===== config.mk =====
export PLATFORM = sky130hd
export DESIGN_NAME = datainput_loader
export DESIGN_NICKNAME = d
export VERILOG_FILES = /design/src/rtl/datainput_loader.sv
export SDC_FILE = /design/constraint.sdc
export NUM_CORES = 1
export LEC_CHECK = 0
export ABC_AREA = 1
export BUFFER_PORTS_ARGS = -buffer_cell sky130_fd_sc_hd__buf_2
export CORE_ASPECT_RATIO = 1.25
export CORE_MARGIN = 2
export CORE_UTILIZATION = 55
export CTS_CLUSTER_SIZE = 16
export DETAILED_ROUTE_END_ITERATION = 8
export PLACE_DENSITY = 0.79
export SYNTH_ARGS = -nofsm -noshare
export SYNTH_HDL_FRONTEND = slang
export SYNTH_SLANG_ARGS = --single-unit

===== constraint.sdc =====
create_clock -name clk -period 2.42 [get_ports clk]
set_clock_uncertainty 0.15 [all_clocks]
set_input_delay 0.484 -clock clk [delete_from_list [all_inputs] [get_ports clk]]
set_output_delay 0.484 -clock clk [all_outputs]
set_load 0.01 [all_outputs]

===== src/rtl/datainput_loader.sv =====
// Stream-to-BRAM loader for DATAINPUT_TOP: writes BAND_WIDTH banks bank-major, then requests one burst.
// Optional RUN-state watchdog is built when DATAINPUT_LOADER_WDOG_EN is defined.
module datainput_loader #(
  parameter int SRAM_DEPTH  = 1024,
  parameter int BAND_WIDTH  = 25,
  parameter int DATA_WIDTH  = 8,
  parameter int GAP_CYCLES  = 3,
  parameter int WDOG_CYCLES = 65535,
  localparam int WW = $clog2(SRAM_DEPTH),
  localparam int BW = $clog2(BAND_WIDTH),
  localparam int AW = WW + BW
) (
  input  logic                  clk,
  input  logic                  rst,
  input  logic                  start_i,
  input  logic [10:0]           load_len_i,
  input  logic [10:0]           burst_size_i,
  input  logic                  s_valid_i,
  output logic                  s_ready_o,
  input  logic [DATA_WIDTH-1:0] s_data_i,
  output logic                  wea_o,
  output logic [AW-1:0]         addra_o,
  output logic [DATA_WIDTH-1:0] dia_o,
  output logic [10:0]           BURST_SIZE_o,
  output logic                  weight_ready_o,
  input  logic                  burst_last_i,
  output logic                  busy_o,
  output logic                  done_o,
  output logic                  err_o
);

  localparam int LW = 11;
  localparam int GW = (GAP_CYCLES > 0) ? $clog2(GAP_CYCLES + 1) : 1;

  localparam logic [1:0] S_IDLE = 2'd0;
  localparam logic [1:0] S_LOAD = 2'd1;
  localparam logic [1:0] S_GAP  = 2'd2;
  localparam logic [1:0] S_RUN  = 2'd3;

  if (SRAM_DEPTH < 2 || SRAM_DEPTH > 1024 || BAND_WIDTH < 2 || WDOG_CYCLES < 1) begin : g_bad_cfg
    $error("datainput_loader: unsupported parameter set");
  end

  logic [1:0]    state;
  logic [WW-1:0] word;
  logic [BW-1:0] bank;
  logic [LW-1:0] len_q;
  logic [LW-1:0] burst_q;
  logic [GW-1:0] gap_cnt;
  logic          bl_q;

`ifdef DATAINPUT_LOADER_WDOG_EN
  localparam int DW = $clog2(WDOG_CYCLES + 1);
  logic [DW-1:0] wdog_cnt;
`endif

  logic accept;
  logic word_last;
  logic bank_last;
  logic cmd_bad;
  logic bl_rise;

  assign s_ready_o      = (state == S_LOAD);
  assign busy_o         = (state != S_IDLE);
  assign weight_ready_o = (state == S_RUN);
  assign BURST_SIZE_o   = (state == S_RUN) ? burst_q : '0;

  assign accept    = s_valid_i & s_ready_o;
  assign word_last = (LW'(word) == len_q - LW'(1));
  assign bank_last = (bank == BW'(BAND_WIDTH - 1));
  assign bl_rise   = burst_last_i & ~bl_q;
  assign cmd_bad   = (load_len_i == '0) || (load_len_i > LW'(SRAM_DEPTH)) ||
                     (burst_size_i == '0) || (burst_size_i > load_len_i);

  // NOTE: every register here uses <= so all updates see pre-edge values, regardless of statement order.
  always_ff @(posedge clk or negedge rst) begin
    if (!rst) begin
      state   <= S_IDLE;
      word    <= '0;
      bank    <= '0;
      len_q   <= '0;
      burst_q <= '0;
      gap_cnt <= '0;
      bl_q    <= 1'b0;
      wea_o   <= 1'b0;
      addra_o <= '0;
      dia_o   <= '0;
      done_o  <= 1'b0;
      err_o   <= 1'b0;
`ifdef DATAINPUT_LOADER_WDOG_EN
      wdog_cnt <= '0;
`endif
    end else begin
      bl_q   <= burst_last_i;
      wea_o  <= 1'b0;
      done_o <= 1'b0;
      err_o  <= 1'b0;
      case (state)
        S_IDLE: begin
          if (start_i) begin
            len_q   <= load_len_i;
            burst_q <= burst_size_i;
            if (cmd_bad) begin
              err_o <= 1'b1;
            end else begin
              state <= S_LOAD;
              word  <= '0;
              bank  <= '0;
            end
          end
        end
        S_LOAD: begin
          // addra/dia only change on an accepted beat, so they hold between writes.
          if (accept) begin
            wea_o   <= 1'b1;
            addra_o <= {bank, word};
            dia_o   <= s_data_i;
            if (word_last) begin
              word <= '0;
              if (bank_last) begin
                state   <= S_GAP;
                gap_cnt <= '0;
              end else begin
                bank <= bank + BW'(1);
              end
            end else begin
              word <= word + WW'(1);
            end
          end
        end
        S_GAP: begin
          // The first GAP cycle carries the final write; GAP_CYCLES idle cycles follow it.
          if (gap_cnt == GW'(GAP_CYCLES)) begin
            state <= S_RUN;
`ifdef DATAINPUT_LOADER_WDOG_EN
            wdog_cnt <= '0;
`endif
          end else begin
            gap_cnt <= gap_cnt + GW'(1);
          end
        end
        S_RUN: begin
          if (bl_rise) begin
            state  <= S_IDLE;
            done_o <= 1'b1;
          end
`ifdef DATAINPUT_LOADER_WDOG_EN
          else if (wdog_cnt == DW'(WDOG_CYCLES - 1)) begin
            state <= S_IDLE;
            err_o <= 1'b1;
          end else begin
            wdog_cnt <= wdog_cnt + DW'(1);
          end
`endif
        end
        default: state <= S_IDLE;
      endcase
    end
  end

endmodule


======== Word level (Yosys, flattened, before mapping) ========
Cells that the tools add are included.
W data, S select, Z words.
word-level totals
  logic and storage cells ................. 83
  output and inout port bits .............. 40
  flip-flop bits (word level) ............. 68
  input port bits ......................... 35
cells by class
  reductions and logical operators ........ 15
  equality and inequality tests ........... 15
  magnitude comparators ................... 2
  bitwise operators ....................... 3
  multiplexer cells ....................... 32
  add/subtract/negate cells ............... 4
operators by type and width
  operator                 number
  $mux W10                 4
  $mux W5                  5
  $logic_not A11 Y1        2
  $mux W2                  11
  $pmux W10 S2             1
  $eq A10 B11 Y1           1
  $gt A11 B11 Y1           1
  $gt A11 B11 Y1 const B   1
  $mux W11                 1
  $sub A11 B1 Y11 const B  1
  $add A10 B1 Y10 const B  1
  $ne A2 B2 Y1 const B     5
  $pmux W5 S2              1
  $ne A2 B1 Y1 const B     4
  $pmux W2 S4              1
  $mux W1                  7
  $reduce_and A7 Y1        1
  $eq A2 B2 Y1 const B     3
  $reduce_and A6 Y1        1
  $reduce_bool A2 Y1       3
  $add A5 B1 Y5 const B    1
  $eq A5 B5 Y1 const B     1
  $reduce_and A5 Y1        1
  $pmux W2 S2              1
  8 further kinds          12

======== Logic depth before layout (Yosys ltp) ========
Gate-level depths: netlist (run 1).
  depth after elaboration ................. 7
  depth in mapped cells ................... 15
  depth with buffers taken out ............ 14

======== Worst setup path after synthesis (run 1) ========
OpenSTA, ideal clock, no wires.
  path kind ............................... in2reg
  start point ............................. input load_len_i[10]
  end point ............................... register word[0]
  stages on the path ...................... 15
  buffers on the path ..................... 1
  data required time ...................... 2.187 ns
  arrival time ............................ 1.824 ns
  setup time .............................. 0.083 ns
  setup slack ............................. 0.363 ns
  path through ............................ inv_1 > ha_1 > nand2_1 > inv_1 > nand2_1 > nor2_1 > nand2_1 > nand3_1 > nand2_1 > nand2_1 > nand2_1 > nand2_2 > buf_2 > nand2_1 > o21ai_0
on the way
  word-level cells in the longest chain between the ends .. 6
  elaborated cells on any way between the ends .. 8
  classes of those cells .................. order compare: 2; eq/ne: 1; reduce/logical: 5
ends and longest elaborated chain
  item                                                 line  source
  start, declared                                      16    input logic [10:0] load_len_i,
  $gt A11 B11 Y1 or $logic_not A11 Y1 (tied branches)  72    assign cmd_bad = (load_len_i == '0) || (load_len_i > LW'(SRAM_DEPTH)) ||
  $logic_or A1 B1 Y1 (2 in series)                     72
  $logic_or A1 B1 Y1 (*)                               73    (burst_size_i == '0) || (burst_size_i > load_len_i);
  $ne A2 B2 Y1 (no line) (*)                           --
  $reduce_and A4 Y1 (no line) (*)                      --
  end signal, assigned                                 127   word <= word + WW'(1);
  end, declared                                        45    logic [WW-1:0] word;
Mark *: on every way between the ends. The rest lies on a longest branch, timed or not.
A chain may end at the register's enable or synchronous reset.

======== Worst setup path after layout (run 1) ========
  start point ............................. register len_q[1]
  end point ............................... register bank[4]
on the way
  word-level cells in the longest chain between the ends .. 4
ends and longest elaborated chain
  item                         line  source
  start, declared              47    logic [LW-1:0] len_q;
  start signal, assigned       101   len_q <= load_len_i;
  $sub A11 B1 Y11              69    assign word_last = (LW'(word) == len_q - LW'(1));
  $eq A10 B11 Y1               69
  $ne A2 B1 Y1 (no line)       --
  $reduce_and A6 Y1 (no line)  --
  end signal, assigned         124   bank <= bank + BW'(1);
  end, declared                46    logic [BW-1:0] bank;
Every way passes these cells.

==> results.yml, run 1 <==
layout:
  multiInputGateArea_um2: 1882
  n_fill_cell: 614
  drive_gt1_share_pct: 19.67
  antennaDiodeCount: 0
  syn_to_final_growth_pct: 17.43
  fin_area_um2: 4612
  fin_nets: 660
  seqCellArea_um2: 1702
synth:
  synth_area_per_cell_um2: 7.467
  syn_area_um2: 3928
  synthTopCellsByArea: "dfrtp_1 43%, nand2_1 17%, inv_1 7.2%"
  synthCells: 526
  ys_types: 33
  synth.top_cell.area_share_pct: 43.33
  yosysTopAreaCell: "dfrtp_1"
  synth-edff-count: 0
  yosysMostFrequentCell: "nand2_1"
  seq_area_frac_synth_pct: 43.33
  ys_warn_count: 0
  async_flop_share_pct: 100.0
  yosys-top-cells-count: "177 x nand2_1, 75 x inv_1, 68 x dfrtp_1, 47 x o21ai_0, 40 x nand3_1"
  ys_ff_latch: 68
  ys.flop_type: "dfrtp_1"
  syn_nets: 581
sta:
  drv_slew: 0
  fmax_mhz: 456.0
  slew_headroom_pct: 58.13
  period_needed_ps: 2193
  worst_slew_pin_slew_ps: 626.5
  hold_violations: 0
  fin_crit_sh_pct: 90.62
  setup-tns-final_ps: 0
  setup_violations: 0
  rsz0062_at_grt: "false"
global_route:
  grt_pass1_wl_mm: 14.26
  track_usage_pct: 22.88
  overflow: 0
  antenna_found_initial: 0
  grt_max_degree: 69
  grt_pass1_vias: 3335
critical_path:
  required_ps: 2500
  endpoint_kind: "register"
  slowest_stage: "dfrtp_1"
  crit_chain: "inv_1 -> ha_2 -> inv_1 -> nand2_1 -> nand2_1 -> nand2_1 -> nand2_1 -> nand3b_1 -> nor2_2 -> nand3_4 -> nand2_8 -> nand2_1 -> nand2_1 -> nand2_1"
  crit_arrival_ps: 2280
  worst-path-buf-inv: 2
  slowest_delay_ps: 410
  cpMostUsedCell: "nand2_1"
  critical-path-top-delay-family: "simple AND/OR/NAND/NOR gates"
  r2r_slack_ps: 230
  crit_type: "reg -> reg"
  crit_path_max_fanout: 13
  start_kind: "register"
job:
  maxCapViolations: 0
clock_network:
  clock_sinks: 68
  cts_tree: "yes"
  numCtsBuffers: 9
  clkTransAtPathRegs_ps: 70
  clock_path_buffers: 2
  root_buffer: "clkbuf_8"
  holdBufCountCts: 0
  clock_latency_ps: 340
  cts-htree-levels: 3
placed_design:
  placed_area_um2: 4425
  numPortBuffers: 74
  gp_congestion: 0.8910
  dpl.hpwl_mm: 6.386
floorplan:
  std_cell_rows: 34
  boundaryPins: 75
  die_h_um: 98.48
  die_area_um2: 7837
  start_util_pct: 56.64
  coreArea_um2: 6934
  die_w_um: 79.58
status:
  outcome: "finished clean"
power:
  p_leak_nw: 2.618
  ir_drop_mv: 0.6581
  power_density_nw_per_um2: 986.3
drt:
  wl_mm: 8.398
  dr.pass1.iters: 4
  drcViolationCount: 0
  wire_per_inst_um: 12.00
  vias_per_cell: 5.016
  drtIter0Drc: 180
  ant_nets: 0
  routed-via-count: 3511
hold_path:
  hold_path_class: "in -> async"
-- final timing paths --
path / to / startpoint / cells past startpoint
worst min-delay path: addra_o[9] / rst / 2
worst min register to register: done_o / bl_q / 1
max in group asynchronous: done_o / rst / 2
worst max-delay path: bank[4] / len_q[1] / 14
worst max register to register: bank[4] / len_q[1] / 14
min in group clk: bl_q / burst_last_i / 1
-- placed cells by master, fill, tap and decap left out, drive strengths merged --
| cell type | Yosys | final |
|---|---|---|
| dfrtp | 68 | 68 |
| nand3b | 3 | 3 |
| mux2 | 2 | 2 |
| xor2 | 12 | 12 |
| clkbuf | 11 | 9 |
| nor2 | 40 | 40 |
| xnor2 | 2 | 2 |
| or2 | 1 | 1 |
| nor3b | 1 | 1 |
| ha | 20 | 20 |
| buf | 2 | 81 |
| o22ai | 1 | 1 |
| o21ai | 48 | 48 |
| nand4 | 3 | 3 |
| a21oi | 7 | 7 |
| clkinvlp | 0 | 2 |
| nand2 | 182 | 182 |
| nand3 | 42 | 42 |
| nor4 | 1 | 1 |
| inv | 78 | 79 |
| clkinv | 0 | 4 |
| nor3 | 1 | 1 |
| o221a | 1 | 1 |
-- area by class of cell --
type | instances | area share (%)
Tap cell | 90 | 2.442
Clock inverter | 7 | 1.112
Inverter | 78 | 6.348
Sequential cell | 68 | 36.90
Clock buffer | 9 | 2.686
Multi-Input combinational cell | 367 | 40.80
Timing Repair Buffer | 81 | 9.712
-- state kept, by name, indices dropped and copies added, names as in the netlist --
signal,cells
bank,5
word,10
wea_o,1
dia_o,8
burst_q,11
gap_cnt,2
state,2
err_o,1
len_q,11
bl_q,1
done_o,1
addra_o,15
-- timing repair --
action / in CTS / in global routing
setup endpoints to repair: 0 / 5
endpoints found under the hold margin: 0 / 0
resized for setup: 0 / 2
buffers inserted: 0 / 0
-- power by group --
group	total, mW	internal [mW]	switching, mW
clock network	0.821	0.374	0.447
logic	1.99	0.745	1.25
registers	1.73	1.47	0.264
-- routing by layer --
layer  part of all wire, %  up-vias  global-route usage (%)
li1                      -     1802                       -
met1                    44     1594                   28.36
met2                    49       95                   38.98
met3                   5.0       20                   3.663
met4                   2.4        0                   10.21
met5                     0        -                       0
-- kinds of logic after synthesis --
group | synth area share, %
simple gates | 29.72
buf+inv | 9.047
xor+xnor | 3.122
flops | 43.33
compound gates | 7.837
mux | 0.5734
fa+ha+maj | 6.371
-- metrics by stage --
stage	setup slack, ps	hold slack [ps]	utilization (%)	instances	total power, mW
after floorplan	363.4	38.41	-	526	3.153
after global placement	129.7	257.1	63.82	684	3.647
after detailed placement	26.79	261.1	63.82	684	3.737
after CTS	184.3	15.81	66.35	700	4.570
after global routing	5.282	31.10	66.51	700	4.957
final	226.9	5.676	66.51	700	4.549
No activity file was read; power rests on OpenSTA's default activity.
==> run 2, diff against run 1 <==
--- a/config.mk
+++ b/config.mk
@@ -12,6 +12,7 @@
 export CORE_UTILIZATION = 55
 export CTS_CLUSTER_SIZE = 16
 export DETAILED_ROUTE_END_ITERATION = 8
+export GPL_TIMING_DRIVEN = 0
 export PLACE_DENSITY = 0.79
 export SYNTH_ARGS = -nofsm -noshare
 export SYNTH_HDL_FRONTEND = slang
==> run 2 against run 1 <==
Effect of this change: sequential cell count is the same; first-iteration DRC count is 16% higher; worst hold slack better by 93 ps; non-clock buffer count grew 6; critical path type unchanged; critical endpoint unchanged; largest power group unchanged.
==> results.yml, run 2 (synthesis gave the netlist of run 1 again) <==
layout:
  antennaDiodeCount: 0
  syn_to_final_growth_pct: 18.25
  largest_reg_flops: 15
  final_cell_mix: "176 x nand2_1, 74 x inv_1, 73 x buf_2, 68 x dfrtp_1, 47 x o21ai_0"
  final_common_cell: "nand2_1"
  top_register: "addra_o"
  drive_gt1_share_pct: 19.32
  fin_nets: 666
  fin_area_um2: 4644
  final_core_util_pct: 66.98
  reg.largest.list: "addra_o (15), burst_q (11), len_q (11)"
drt:
  dr.pass1.iters: 5
  vias_per_cell: 5.023
  wire_per_inst_um: 12.29
  wl_mm: 8.676
  ant_nets: 0
  drcViolationCount: 0
  routed-via-count: 3546
  drtIter0Drc: 208
clock_network:
  root_buffer: "clkbuf_8"
  clock_latency_ps: 340
  holdBufCountCts: 0
  cts-htree-levels: 3
  cts_tree: "yes"
  clock_sinks: 68
  clkTransAtPathRegs_ps: 80
  clock_path_buffers: 2
  numCtsBuffers: 9
critical_path:
  crit_chain: "inv_1 -> ha_1 -> inv_2 -> o22ai_1 -> a21oi_2 -> o21ai_0 -> a21oi_4 -> nand2_1 -> nand2_1 -> nand2_1"
  required_ps: 2510
  endpoint_kind: "register"
  slowest_stage: "dfrtp_1"
  reg2reg_from: "state[1]"
  start_kind: "register"
  r2r_slack_ps: 190
  crit_path_max_fanout: 9
  slowest_delay_ps: 400
  regToRegEndpoint: "bank[4]"
  crit_type: "reg -> reg"
  worstRegToRegCells: 10
  crit_arrival_ps: 2320
  cpMostUsedCell: "nand2_1"
global_route:
  grt_max_degree: 69
  overflow: 0
  antenna_found_initial: 0
  grt_pass1_wl_mm: 15.20
  track_usage_pct: 24.04
  grt_pass1_vias: 3451
sta:
  fin_crit_sh_pct: 92.04
  slew_headroom_pct: 45.48
  rsz0062_at_grt: "false"
  fmax_mhz: 448.9
  drv_slew: 0
  setup_violations: 0
  period_needed_ps: 2227
  hold_violations: 0
  worst_slew_pin_slew_ps: 817.8
floorplan:
  start_util_pct: 56.64
  die_h_um: 98.48
  coreArea_um2: 6934
  boundaryPins: 75
  die_area_um2: 7837
  die_w_um: 79.58
  std_cell_rows: 34
power:
  p_leak_nw: 2.629
  power_density_nw_per_um2: 1027
  ir_drop_mv: 0.6681
hold_path:
  hold_path_class: "in -> async"
placed_design:
  gp_congestion: 0.8420
  dpl.hpwl_mm: 6.683
  numPortBuffers: 74
  placed_area_um2: 4413
status:
  outcome: "finished clean"
job:
  maxCapViolations: 0
[run 2: area by class of cell]
class / instances / area (µm²)
Fill cell: 617 / 2290
Clock buffer: 9 / 123.9
Buffer: 13 / 66.31
Multi-Input combinational cell: 367 / 1876
Inverter: 78 / 292.8
Timing Repair Buffer: 74 / 372.9
Tap cell: 90 / 112.6
Clock inverter: 7 / 98.84
Sequential cell: 68 / 1702
[run 2: how the worst max path moves through the flow]
stage | to | cells after the start | slack, ps | startpoint
after floorplan | word[0] | 15 | 360 | load_len_i[10]
after global placement | word[7] | 16 | -50 | load_len_i[10]
after detailed placement | word[3] | 16 | -180 | load_len_i[10]
after CTS | BURST_SIZE_o[8] | 5 | 90 | state[0]
after global routing | bank[2] | 13 | 20 | len_q[0]
final | bank[4] | 10 | 190 | state[1]
[run 2: layer usage]
layer | GRT usage (%) | share of wire (%)
met1 | 30.33 | 42
met2 | 41.56 | 52
met3 | 4.579 | 4.4
met4 | 7.294 | 1.6
met5 | 0 | 0
[run 2: where the power goes]
group          internal, mW  switching [mW]
clock                 0.585           0.454
sequential             1.47           0.265
combinational         0.728            1.27
total                  2.78            1.99
[run 2: critical path: cells and delay by family (launching register included)]
kind                       cells  cell delay (ps)
buffers and inverters          2              260
AOI/OAI and AO/OA              4              720
and+or+nand+nor                3              310
adders and majority gates      1              290
DFF                            1              400
[run 2: repair_timing]
action                                  CTS  global route
resized for setup                         0             6
setup buffers                             0             0
endpoints found under the setup margin    0            27
[run 2: through the flow]
step	cells	setup slack, ps	TNS [ps]	power, mW	hold slack (ps)
4_1_cts	706	87.80	0	4.777	99.38
6_report	706	192.5	0	4.771	98.23
2_1_floorplan	526	363.4	0	3.153	38.41
3_3_place_gp	690	-50.95	-463.9	3.647	258.9
5_1_grt	706	22.85	0	5.192	102.5
3_5_place_dp	690	-180.4	-1472	3.730	266.7
